==> src/rtl/boot_source_sel_pkg.sv <==
// Shared constants and types for the boot-source selector.
// Latency: n/a (package only).
// Backpressure: n/a (package only).
package boot_source_sel_pkg;

    // Selector state encoding; the values are visible on the state port.
    typedef enum logic [1:0] {
        ST_BIOS       = 2'd0,
        ST_PULSE_MEM  = 2'd1,
        ST_MEMORY     = 2'd2,
        ST_PULSE_BIOS = 2'd3
    } boot_state_t;

    // Width of the reset-pulse counter.
    localparam int CNT_W = 8;

    // Default opcode field position and the opcode that ends BIOS execution.
    localparam int         DEF_OPCODE_MSB  = 31;
    localparam int         DEF_OPCODE_LSB  = 26;
    localparam logic [5:0] DEF_HALT_OPCODE = 6'b011101;

endpackage

==> src/rtl/boot_source_sel_pulse_counter.sv <==
// Load/decrement counter with zero flag, used to time the core reset pulse.
// Latency: load/decrement visible one cycle after the edge; zero flag is combinational.
// Backpressure: none; load has priority over decrement.
module pulse_counter
    import boot_source_sel_pkg::*;
(
    input  logic             clk,
    input  logic             rst,
    input  logic             load,
    input  logic [CNT_W-1:0] load_val,
    input  logic             dec,
    output logic [CNT_W-1:0] cnt,
    output logic             zero
);

    // Counter register: reset clears, load wins over decrement.
    always_ff @(posedge clk) begin
        if (rst) begin
            cnt <= '0;
        end else if (load) begin
            cnt <= load_val;
        end else if (dec) begin
            cnt <= cnt - 1'b1;
        end
    end

    assign zero = (cnt == '0);

endmodule

==> src/rtl/boot_source_sel.sv <==
// Selects BIOS ROM or main memory for fetch; HALT from BIOS triggers a core reset pulse and handoff.
// Latency: state/core_rst/handoff_done registered (1 cycle); mux_output combinational from state.
// Backpressure: none; inputs are sampled every cycle, HALT and bios_req are ignored while pulsing.
module boot_source_sel
    import boot_source_sel_pkg::*;
#(
    parameter int DATA_WIDTH       = 32,
    parameter int OPCODE_MSB       = DEF_OPCODE_MSB,
    parameter int OPCODE_LSB       = DEF_OPCODE_LSB,
    parameter logic [OPCODE_MSB-OPCODE_LSB:0] HALT_OPCODE = DEF_HALT_OPCODE,
    parameter int RST_PULSE_CYCLES = 4
) (
    input  logic                  clk,
    input  logic                  rst,
    input  logic                  handoff_en,
    input  logic                  bios_req,
    input  logic                  instr_valid,
    input  logic [DATA_WIDTH-1:0] input_data_1,
    input  logic [DATA_WIDTH-1:0] input_data_2,
    output logic [DATA_WIDTH-1:0] mux_output,
    output logic                  core_rst,
    output logic [1:0]            state,
    output logic                  handoff_done
);

    // Counter is loaded with length-1 so that the zero cycle is the last pulse cycle.
    localparam logic [CNT_W-1:0] PULSE_LOAD = CNT_W'(RST_PULSE_CYCLES - 1);

    boot_state_t                    state_q;
    boot_state_t                    state_d;
    logic                           cnt_load;
    logic                           cnt_dec;
    logic                           cnt_zero;
    logic [CNT_W-1:0]               cnt;
    logic [OPCODE_MSB-OPCODE_LSB:0] opcode;
    logic                           halt_hit;

    assign opcode   = input_data_1[OPCODE_MSB:OPCODE_LSB];
    assign halt_hit = instr_valid && handoff_en && (opcode == HALT_OPCODE);

    pulse_counter u_pulse_counter (
        .clk      (clk),
        .rst      (rst),
        .load     (cnt_load),
        .load_val (PULSE_LOAD),
        .dec      (cnt_dec),
        .cnt      (cnt),
        .zero     (cnt_zero)
    );

    // Next-state and counter control.
    always_comb begin
        state_d  = state_q;
        cnt_load = 1'b0;
        cnt_dec  = 1'b0;
        case (state_q)
            ST_BIOS: begin
                if (halt_hit) begin
                    state_d  = ST_PULSE_MEM;
                    cnt_load = 1'b1;
                end
            end
            ST_PULSE_MEM: begin
                if (cnt_zero) begin
                    state_d = ST_MEMORY;
                end else begin
                    cnt_dec = 1'b1;
                end
            end
            ST_MEMORY: begin
                if (bios_req) begin
                    state_d  = ST_PULSE_BIOS;
                    cnt_load = 1'b1;
                end
            end
            ST_PULSE_BIOS: begin
                if (cnt_zero) begin
                    state_d = ST_BIOS;
                end else begin
                    cnt_dec = 1'b1;
                end
            end
            default: begin
                state_d = ST_BIOS;
            end
        endcase
    end

    // State and registered outputs; core_rst follows the state being entered.
    always_ff @(posedge clk) begin
        if (rst) begin
            state_q      <= ST_BIOS;
            core_rst     <= 1'b0;
            handoff_done <= 1'b0;
        end else begin
            state_q      <= state_d;
            core_rst     <= (state_d == ST_PULSE_MEM) || (state_d == ST_PULSE_BIOS);
            handoff_done <= (state_q == ST_PULSE_MEM) && (state_d == ST_MEMORY);
        end
    end

    assign state = state_q;

    // Fetch source: main memory only in PULSE_MEM and MEMORY.
    always_comb begin
        mux_output = input_data_1;
        if ((state_q == ST_PULSE_MEM) || (state_q == ST_MEMORY)) begin
            mux_output = input_data_2;
        end
    end

endmodule

==> config.mk <==
export PLATFORM = sky130hd
export DESIGN_NAME = boot_source_sel
export DESIGN_NICKNAME = d
export VERILOG_FILES = /design/src/rtl/boot_source_sel_pkg.sv /design/src/rtl/boot_source_sel_pulse_counter.sv /design/src/rtl/boot_source_sel.sv
export SDC_FILE = /design/constraint.sdc
export NUM_CORES = 1
export LEC_CHECK = 0
export CAP_MARGIN = 20
export CORE_MARGIN = 2
export CORE_UTILIZATION = 61
export CTS_CLUSTER_DIAMETER = 100
export DETAILED_ROUTE_END_ITERATION = 10
export DONT_BUFFER_PORTS = 1
export MAX_ROUTING_LAYER = met4
export PLACE_DENSITY = 0.8
export SYNTH_ARGS = -nofsm -noshare
export SYNTH_HDL_FRONTEND = slang
export SYNTH_SLANG_ARGS = --single-unit
==> constraint.sdc <==
create_clock -name clk -period 2.3 [get_ports clk]
set_input_delay 0.46 -clock clk [delete_from_list [all_inputs] [get_ports clk]]
set_output_delay 0.46 -clock clk [all_outputs]
set_load 0.02 [all_outputs]
Yosys cells after proc, flatten, opt, wreduce, memory -nomap -nowiden
Cells that the tools add are included.
{ "word_totals": {"ff_bits": 12, "inputBits": 69, "out_inout_bits": 36, "elab_cells": 36} }
{ "op_classes": {"addsub": 1, "eq_ne": 7, "mux": 13, "reduce_logical": 10} }
{ "op_table": {"columns": ["operator", "count"], "rows": [
  ["$mux W32", 1],
  ["$mux W2", 6],
  ["$eq A2 B2 Y1 const B", 4],
  ["$logic_not A8 Y1", 1],
  ["$pmux W2 S4", 1],
  ["$sub A8 B1 Y8 const B", 1],
  ["$eq A6 B5 Y1 const B", 1],
  ["$eq A2 B1 Y1 const B", 2],
  ["$mux W1", 4],
  ["$reduce_or A2 Y1", 2],
  ["$logic_and A1 B1 Y1", 3],
  ["$logic_not A2 Y1", 1],
  ["$logic_or A1 B1 Y1", 2],
  ["$pmux W1 S2", 1],
  ["$reduce_bool A2 Y1", 1]
]} }

Longest topological paths before layout
Gate-level depths: netlist of the first run.
{ "logic_depth": {"ltp_word": 6, "depth_mapped": 6, "depth_no_buf": 6} }

Modules after synthesis
A second synthesis of the first run with hierarchy kept.
{ "unflattened": {"hier_cells": 125, "area_unflattened_um2": 1139.8} }
{ "modules_own_cells": {"columns": ["mod", "instances", "cells_per_inst", "area_per_inst_um2", "seq_area_each_um2"], "rows": [
  ["boot_source_sel", 1, 69, 666.9, 80.1],
  ["pulse_counter", 1, 56, 473.0, 160.2]
]} }

Worst setup path before layout of the first run
OpenSTA, ideal clock, no wires.
{ "synth_path": {"path_kind": "register to output", "start": "reg state_q[0] (netlist: state[0])", "end": "out mux_output[10]", "arrival_ps": 1856, "slack_ps": -16, "path_stages_with_launch": 6, "path_cell_list": "dfxtp_1 inv_1 ha_1 clkbuf_1 buf_1 mux2_2"} }
{ "synth_via": {"elab_chain_cells": 3} }
{ "synth_rtl": {"columns": ["element", "line_no", "text"], "rows": [
  ["start, declared", "boot_source_sel.sv:29", "boot_state_t state_q;"],
  ["start signal, assigned", "boot_source_sel.sv:96", "state_q <= state_d;"],
  ["$eq A2 B1 Y1 / $eq A2 B2 Y1 (equally long branches)", "boot_source_sel.sv:107", "if ((state_q == ST_PULSE_MEM) || (state_q == ST_MEMORY)) begin"],
  ["$logic_or A1 B1 Y1 (*)", "boot_source_sel.sv:107", null],
  ["$mux W32 (*)", "boot_source_sel.sv:107", null],
  ["end, declared", "boot_source_sel.sv:20", "output logic [DATA_WIDTH-1:0] mux_output,"]
]} }
Mark *: on every way between the ends. The rest lies on a longest branch, timed or not.

Final worst setup path of the first run
{ "layout_path": {"start": "reg state_q[0] (netlist: state[0])", "end": "out mux_output[4]"} }
Same word-level chain as after synthesis.

==> results of run 1 <==
sequential cells by signal, summed over array words and instances (netlist names):
| signal | count |
|---|---|
| state | 2 |
| u_pulse_counter.cnt | 8 |
| handoff_done | 1 |
synth_stat cells, types with 2 or more instances:
cell	number
a21oi_1	6
a31oi_1	2
buf_1	3
dfxtp_1	11
ha_1	5
inv_1	4
mux2_2	33
nand2_1	3
nand4b_1	2
nor2_1	6
nor3_1	2
nor4_1	2
o21ai_0	7
or4_1	3
xnor2_1	4
report_power, final:
group	total, uW	internal, uW	switching (uW)	leakage [uW]
Sequential	197	195	2.42	0.0000892
Combinational	261	98.3	163	0.000273
Clock	134	67.2	66.7	0.0000150
kinds of logic after synthesis:
family / Yosys count / synth area share
mux: 33 / 0.370
simple gates: 24 / 0.153
compound gates: 20 / 0.122
flops: 11 / 0.219
buf+inv: 9 / 0.0374
fa+ha+maj: 5 / 0.0623
xor+xnor: 4 / 0.0349
per-layer routing:
metal	global-route usage	vias to the layer above	wire length [microns]
li1	-	407	-
met1	0.383	405	1230
met2	0.478	80	1470
met3	0.257	4	559
met4	0.0909	0	33
met5	-	-	0
per-stage QoR:
| stage | hold slack, ps | power [uW] |
|---|---|---|
| after global placement | 478 | 453 |
| after global routing | 234 | 617 |
| after detailed placement | 497 | 460 |
| after CTS | 253 | 593 |
| after floorplan | 465 | 425 |
| final | 251 | 592 |
how the worst max path moves through the flow:
stage | startpoint | end | slack [ps] | cells after the start
2_1_floorplan | state[0] | mux_output[10] | 140 | 5
3_3_place_gp | state[0] | mux_output[21] | 430 | 4
3_5_place_dp | state[0] | mux_output[18] | 370 | 4
4_1_cts | state[0] | mux_output[18] | 70 | 4
5_1_grt | state[0] | mux_output[4] | 80 | 4
6_report | state[0] | mux_output[4] | 160 | 4
final cells by class:
type,instances,area share
Multi-Input combinational cell,86,0.698
Inverter,4,0.0141
Tap cell,16,0.0187
Sequential cell,11,0.207
Timing Repair Buffer,3,0.0328
Antenna cell,2,0.00468
Clock buffer,4,0.0246
worst max-delay path: cells and delay by family, from the launching register on:
family | cells | cell delay (ps)
adders and majority gates | 1 | 320
buffers and inverters | 2 | 280
DFF | 1 | 370
muxes | 1 | 430
repair_timing:
action,in CTS,in global routing
resized for setup,0,1
buffers inserted,0,0
setup endpoints to repair,0,23
layout by cell type, fill, tap and decap left out, drive strengths merged:
master	instances
diode	2
clkbuf	4
xnor2	4
nor3	2
nand2	3
a21oi	6
or4	3
ha	5
o31ai	1
a2111o	1
or3	1
and4	1
a211oi	1
nor4b	1
buf	3
inv	4
or2	2
o21ai	7
a2111oi	1
and3	1
nor4	2
nand4b	2
mux2	33
nor2	6
a31oi	2
a221o	1
dfxtp	11
==> impl_results.md, run 1 <==
* Total Nets Final at 183
* Final TNS setup at 0 ps
* Root Buffer: clkbuf_4
* Hold Crit Start: rst
* Final-layout fill cell count at 126
* Post-synthesis cell area at 1000 sq um
* Max VDD drop at 0.000386 V
* Final setup violation count at 0
* Routed Wire Length at 3290 microns
* Hold Path End: state[0]
* Ys async rst share at 0
* CTS buffer count at 3
* Post-route cell area at 1070 sq um
* Syn nets at 180
* Final Hold Violating Endpoints at 0
* Top cell type by total area after synthesis: mux2_2
* Setup Skew at 7.47 ps
* Final GP Congestion at 0.987
* Slew Limit Headroom at 0.673
* Cell Area, Placed at 1040 sq um
* PwrDens at 554 nW/um^2
* GRT Total Usage at 0.343
* Post-route antenna net violation count at 0
* Detailed placer's ending HPWL at 2820 microns
* Fmax at 0.466 GHz
* Hold Path Class: input pin to register
* Placed cell count at 120
* Die Height at 44.6 microns
* Status: finished, final reports clean
* Largest net degree at the start of global routing at 33
* Util after Layout at 0.701
* Max-slew violations at 0
* Number of max-cap violations at 0
* Critical-path cell list: inv_1 -> ha_1 -> buf_12 -> mux2_2
* Min Tclk post-route at 2140 ps
* Detailed Route Iter0 Violations at 22
* Area Overhead vs Synth at 6.48%
* Sequential cell area at 221 sq um
* Drt via density at 7.11
* RSZ-0062 raised after global routing: false
* Final Cycle Share at 0.932
* Max incr delay on CP at 430 ps
* CP max stage cell: mux2_2
* Crit-path max FO at 32
* Worst r2r path cells at 6
* CTS tree: yes
* Syn Inst Count at 106
* DRC at 0
* Hold buffer count at cts at 0
* Worst Hold Depth at 1
* Startpoint types: register
* Row count at 14
* Die area at 1990 sq um
* H-tree depth at 1
* CTS sink count at 11
* Setup slack after layout at 155 ps
* Worst R2R Start: u_pulse_counter.cnt[0]
* Distinct cells, synth at 28
* Leak Pwr at 0.000377 uW
* Reg2Reg Setup Slack at 450 ps
* Crit path kind: register to primary output
* Bufs on Longest Clock Path at 2
* Overflow left after global routing at 0
* IO Count at 105
* Synth warn at 0
* FF+latch count, synth at 11
* Arrival time at the worst endpoint at 1680 ps
* Clock transition at the registers of the reported paths at 60 ps
* Initial antenna violation count at 2
* Pre-Repair DR Iteration Count at 4
* First-pass GRT wire length at 4530 microns
* Mean Syn Cell Area at 9.47 sq um
* WP data required at 1840 ps
* Core Box Area at 1520 sq um
* Post-Place Setup Slack at 368 ps
* RR Endpoint: state[1]
* Register area share after synthesis at 0.219
* Vias at 896
* Multi-input gate area at 746 sq um
* Top cell type's share of synthesized area at 0.370
* Critical path endpoint category: primary output
* Top post-synthesis cells by area: mux2_2 37%, dfxtp_1 22%, ha_1 6.2%, o21ai_0 3.5%, xnor2_1 3.5%
* Least-Margin Pin Slew at 478 ps
* Initial Util at 0.658
* Later-pin clock latency in the skew report at 270 ps
* Layout cells sized above 1 at 0.389
* Post-synth EDFFs at 0
* Number of global-route vias before repair at 835
* Die Span X at 44.6 microns
* Ys flop type: dfxtp_1
* Drt wl/cell at 26.1 microns
* Port bufs at 0
* Non-filler cells, final at 126
Power figures use the tool's default switching activity.
==> run 2, diff against run 1 <==
--- a/config.mk
+++ b/config.mk
@@ -13,6 +13,7 @@
 export DONT_BUFFER_PORTS = 1
 export MAX_ROUTING_LAYER = met4
 export PLACE_DENSITY = 0.8
+export SKIP_CTS_REPAIR_TIMING = 1
 export SYNTH_ARGS = -nofsm -noshare
 export SYNTH_HDL_FRONTEND = slang
 export SYNTH_SLANG_ARGS = --single-unit
==> results of run 2 <==
Final layout, timing and power as in run 1 (identical DEF).
